==> config.mk <==
export PLATFORM = sky130hd
export DESIGN_NAME = rgb_pwm_gen
export DESIGN_NICKNAME = d
export VERILOG_FILES = /design/src/rtl/rgb_pwm_pkg.sv /design/src/rtl/pwm_channel.sv /design/src/rtl/rgb_pwm_gen.sv
export SDC_FILE = /design/constraint.sdc
export NUM_CORES = 1
export LEC_CHECK = 0
export BUFFER_PORTS_ARGS = -buffer_cell sky130_fd_sc_hd__buf_2
export CORE_UTILIZATION = 56
export DETAILED_ROUTE_END_ITERATION = 7
export GPL_TIMING_DRIVEN = 0
export PLACE_DENSITY = 0.87
export SYNTH_ARGS = -nofsm -noshare
export SYNTH_HDL_FRONTEND = slang
export SYNTH_SLANG_ARGS = --single-unit
==> constraint.sdc <==
create_clock -name clk -period 2.3 [get_ports clk]
set_input_delay 0.23 -clock clk [delete_from_list [all_inputs] [get_ports clk]]
set_output_delay 0.23 -clock clk [all_outputs]
set_load 0.01 [all_outputs]
==> src/rtl/rgb_pwm_pkg.sv <==
// Shared constants for the RGB PWM generator.
// Output polarity follows the PWM_ACTIVE_LOW_EN macro (defined: common-anode LED, active-low pins).
package rgb_pwm_pkg;

    localparam int unsigned PWM_W            = 8;
    localparam logic [PWM_W-1:0] PWM_CNT_MAX = 8'd254;
    localparam int unsigned PRESCALE_DEFAULT = 196;

`ifdef PWM_ACTIVE_LOW_EN
    localparam logic PWM_INVERT = 1'b1;
`else
    localparam logic PWM_INVERT = 1'b0;
`endif

    // Pin level while in reset or disabled
    localparam logic PWM_IDLE = PWM_INVERT;

    // Map a logical "LED on" request to the physical pin level
    function automatic logic pwm_level(input logic active);
        return active ^ PWM_INVERT;
    endfunction

endpackage

==> src/rtl/pwm_channel.sv <==
// One PWM colour channel: period-aligned duty shadow, compare and registered pin.
module pwm_channel
    import rgb_pwm_pkg::*;
(
    input  logic             clk,
    input  logic             rst,
    input  logic             en,
    input  logic             load,
    input  logic [PWM_W-1:0] cnt,
    input  logic [PWM_W-1:0] duty,
    output logic             pwm
);

    logic [PWM_W-1:0] shadow;

    // Duty shadow: only updated at a period boundary (or while disabled)
    always_ff @(posedge clk) begin
        if (rst) begin
            shadow <= '0;
        end else if (load) begin
            shadow <= duty;
        end
    end

    // Registered compare; cnt never reaches 255 so duty 255 is a steady on
    always_ff @(posedge clk) begin
        if (rst) begin
            pwm <= PWM_IDLE;
        end else begin
            pwm <= pwm_level(en && (cnt < shadow));
        end
    end

endmodule

==> src/rtl/rgb_pwm_gen.sv <==
// Three-channel fixed-frequency PWM LED driver with glitch-free duty updates.
// Optional macro PWM_ACTIVE_LOW_EN inverts the pwm_r/g/b pin polarity.
module rgb_pwm_gen
    import rgb_pwm_pkg::*;
#(
    parameter int unsigned PRESCALE = PRESCALE_DEFAULT,
    parameter int unsigned PRESC_W  = 8
) (
    input  logic             clk,
    input  logic             rst,
    input  logic             en,
    input  logic [PWM_W-1:0] R_time_in,
    input  logic [PWM_W-1:0] G_time_in,
    input  logic [PWM_W-1:0] B_time_in,
    output logic             pwm_r,
    output logic             pwm_g,
    output logic             pwm_b,
    output logic             period_start
);

    localparam logic [PRESC_W-1:0] PRESC_LAST = PRESC_W'(PRESCALE - 1);

    logic [PRESC_W-1:0] presc;
    logic [PWM_W-1:0]   cnt;
    logic               tick;
    logic               wrap;
    logic               load;

    assign tick = (presc == PRESC_LAST);
    assign wrap = tick && (cnt == PWM_CNT_MAX);
    // Shadows track inputs while disabled so the first enabled period uses current duty
    assign load = wrap || !en;

    // Prescaler and 255-step period counter; held cleared while disabled
    always_ff @(posedge clk) begin
        if (rst || !en) begin
            presc <= '0;
            cnt   <= '0;
        end else if (tick) begin
            presc <= '0;
            cnt   <= wrap ? '0 : cnt + PWM_W'(1);
        end else begin
            presc <= presc + PRESC_W'(1);
        end
    end

    // One-clock strobe at each period wrap
    always_ff @(posedge clk) begin
        if (rst) begin
            period_start <= 1'b0;
        end else begin
            period_start <= en && wrap;
        end
    end

    pwm_channel u_ch_r (
        .clk  (clk),
        .rst  (rst),
        .en   (en),
        .load (load),
        .cnt  (cnt),
        .duty (R_time_in),
        .pwm  (pwm_r)
    );

    pwm_channel u_ch_g (
        .clk  (clk),
        .rst  (rst),
        .en   (en),
        .load (load),
        .cnt  (cnt),
        .duty (G_time_in),
        .pwm  (pwm_g)
    );

    pwm_channel u_ch_b (
        .clk  (clk),
        .rst  (rst),
        .en   (en),
        .load (load),
        .cnt  (cnt),
        .duty (B_time_in),
        .pwm  (pwm_b)
    );

endmodule

==> results.yml <==
global_routing:
  grt_overflow_total: 0
  grt_max_degree: 14
  grtUsageTotal: 0.240
  grt_pass1_vias: 1701
  antenna_found_initial: 0
  grt_pass1_wl_um: 7600
worst_hold_path:
  hold_path_depth: 3
  whs_endpoint: "u_ch_r.shadow[2]"
  hold_path.class: "in2reg"
  hold_start: "R_time_in[2]"
clock_tree:
  cts_tree: "built"
  post_cts_buffers: 0
  cts_hold_buf: 0
  numCtsBuffers: 5
  clkTransAtPathRegs_ps: 80
  cts-root-buf: "clkbuf_8"
  cts_max_path_buffers: 2
  clk_latency_ps: 300
  cts_resized: 0
  h-tree-depth: 2
  cts.sinks: 44
layout:
  layout.cells.non_filler: 345
  nets: 347
  areaGrowthSynthToFinish_pct: 14.9
  fillerInstances: 323
  fin_util: 0.681
  antenna_cells: 0
  drive_gt1_frac: 0.168
critical_path:
  cp_cell_sequence: "nand4_1 -> o41ai_2 -> buf_2 -> nand2_1 -> a21oi_1"
  endpoint_kind: "flip-flop"
  rrSetupSlack_ps: 230
  path_class: "reg2reg"
  worstReg2RegStart: "cnt[4]"
  arrival_ps: 2300
  cpMaxStageDelayCell: "dfxtp_1"
  rr_endpoint: "u_ch_b.shadow[5]"
  cp_top_family: "compound AO/OA/AOI/OAI gates"
  start_kind: "flip-flop"
  path_buf_inv: 1
  max_stage_delay_ps: 550
  critPathMaxFanout: 10
  rr_worst_depth: 5
  worstPathRequired_ps: 2530
synthesis:
  syn_inst: 260
  synth_top_area_frac: 0.397
  syn_nets: 311
  synth_cell_type_count: 29
  ys_seq_area_frac: 0.397
  syn_avg_cell_area_um2: 8.53
  synth_top_family_by_area: "simple AND/OR/NAND/NOR gates"
  synth_compound_area_frac: 0.147
  ys_seq_elements: 44
  synthSimpleGateAreaFrac: 0.204
  muxShareOfSynthArea: 0
  synthTopCellsByArea: "dfxtp_1 (40%), ha_1 (14%), nand2_1 (8.0%), a21oi_1 (6.5%), xnor2_1 (4.3%)"
  synthAdderAreaFrac: 0.135
  synth_area_um2: 2220
  ys_warn_count: 0
  synth_xor_area_frac: 0.0513
  synth_top_cell_by_area: "dfxtp_1"
floorplan:
  die_x_um: 64.9
  io-pin-count: 31
  dieArea_um2: 4220
  start_util: 0.593
  dieHeight_um: 64.9
  core_um2: 3740
  row_count: 22
place:
  port_buffers: 29
  dpl.hpwl_um: 3170
  placedCellCount: 337
  gp_congestion: 0.774
route:
  drt-vias-per-instance: 5.24
  wl_per_cell_um: 12.6
  drtIter0Drc: 88
  firstDrtPassIters: 6
  vias: 1808
  ant_nets: 0
  wirelength_um: 4360
  drt_drc_violations_left: 0
timing:
  hold_violations: 0
  tightest_slew_ps: 459
  maxSlewViolCount: 0
  slew_headroom: 0.694
  min_period_ps: 2070
  setup_violations: 0
  finalCritPeriodShare: 0.900
  finalClockSkew_ps: 5.10
  rsz0062_at_grt: "false"
  fin_tns_setup_ps: 0
  fmax_mhz: 483
pwr:
  power_density_nw_per_um2: 626
  peakVddDrop_v: 0.000468
  p_leak_nw: 1.06
outcome:
  status: "finished clean"
flow_run:
  cap_violations: 0
stage by stage:
stage / cell area (um2) / setup WS, ps / hold slack, ps / power [mW]
after detailed placement: 2420 / 247 / 443 / 0.970
after CTS: 2550 / 210 / 162 / 1.60
after floorplan: 2220 / 425 / 370 / 0.920
after global placement: 2420 / 271 / 432 / 0.963
after global routing: 2550 / 17.7 / 159 / 1.67
final: 2550 / 230 / 163 / 1.60
synthesized netlist by cell type:
cell type,count
dfxtp_1,44
a2111o_1,3
or4b_1,1
nand3b_1,1
o31a_1,1
xnor2_1,11
nand2b_1,8
a22oi_2,4
o41ai_2,1
clkbuf_1,3
ha_1,24
xor2_1,2
buf_6,2
or2_0,1
nor2b_1,4
o31ai_4,1
nor4_1,4
buf_2,5
nand4_1,2
o21ai_0,4
nor2_1,17
o41a_1,1
nand2_1,47
nand3_1,5
and3_1,5
inv_1,23
a21oi_1,29
nor3_1,4
a31oi_1,3
logic make-up (layout without fill, tap and decap cells):
kind of cell	after synthesis	after routing
AND/OR/NAND/NOR	99	99
XOR/XNOR	13	13
adder cells (fa/ha/maj)	24	24
AO/OA/AOI/OAI	47	47
buffers and inverters	33	70
flip-flops	44	44
worst max-delay path by stage:
stage	from	endpoint	slack [ps]	cells past startpoint
final	cnt[4]	u_ch_b.shadow[5]	230	5
after floorplan	presc[4]	u_ch_b.shadow[7]	430	7
after detailed placement	cnt[3]	u_ch_b.shadow[4]	250	5
after global routing	cnt[3]	u_ch_g.shadow[0]	20	5
after global placement	presc[4]	u_ch_g.shadow[2]	270	6
after CTS	cnt[3]	u_ch_g.shadow[0]	210	5
cell usage in the layout (no fill, tap or decap), types with 7 or more instances in the layout:
cell type  synthesis  final
nand2_1           47     47
dfxtp_1           44     44
buf_2              5     34
a21oi_1           29     29
ha_1              24     24
inv_1             23     23
nor2_1            17     17
xnor2_1           11     11
nand2b_1           8      8
clkbuf_8           0      7
report_power, final:
part           switching [mW]  internal, mW
registers              0.0130         0.792
clock network           0.260         0.383
logic                  0.0799        0.0680
layer usage:
| layer | part of all wire | vias to the layer above | GRT usage |
|---|---|---|---|
| met5 | 0 | - | 0 |
| met4 | 0.013 | 0 | 0.0750 |
| li1 | - | 947 | - |
| met1 | 0.44 | 813 | 0.289 |
| met3 | 0.046 | 6 | 0.0581 |
| met2 | 0.50 | 42 | 0.417 |
sequential cells by signal, indices dropped and copies added, names as in the netlist:
register       flops
u_ch_b.pwm         1
u_ch_b.shadow      8
period_start       1
u_ch_g.shadow      8
u_ch_r.pwm         1
u_ch_g.pwm         1
presc              8
u_ch_r.shadow      8
cnt                8
worst reg2reg max path: stages, from the launching register on:
cell	delay, ps
dfxtp_1	550
nand4_1	380
o41ai_2	550
buf_2	300
nand2_1	80
a21oi_1	140
area by class of cell:
cell class	count	area [um2]	area share
multi-input combinational	183	1190	0.468
sequential	44	881	0.345
timing repair buffer	29	145	0.0569
clock buffer	7	96.3	0.0378
inverter	23	86.3	0.0339
tap	48	60.1	0.0236
buffer	10	58.8	0.0231
clock inverter	1	30.0	0.0118
(Power assumes the default switching activity.)
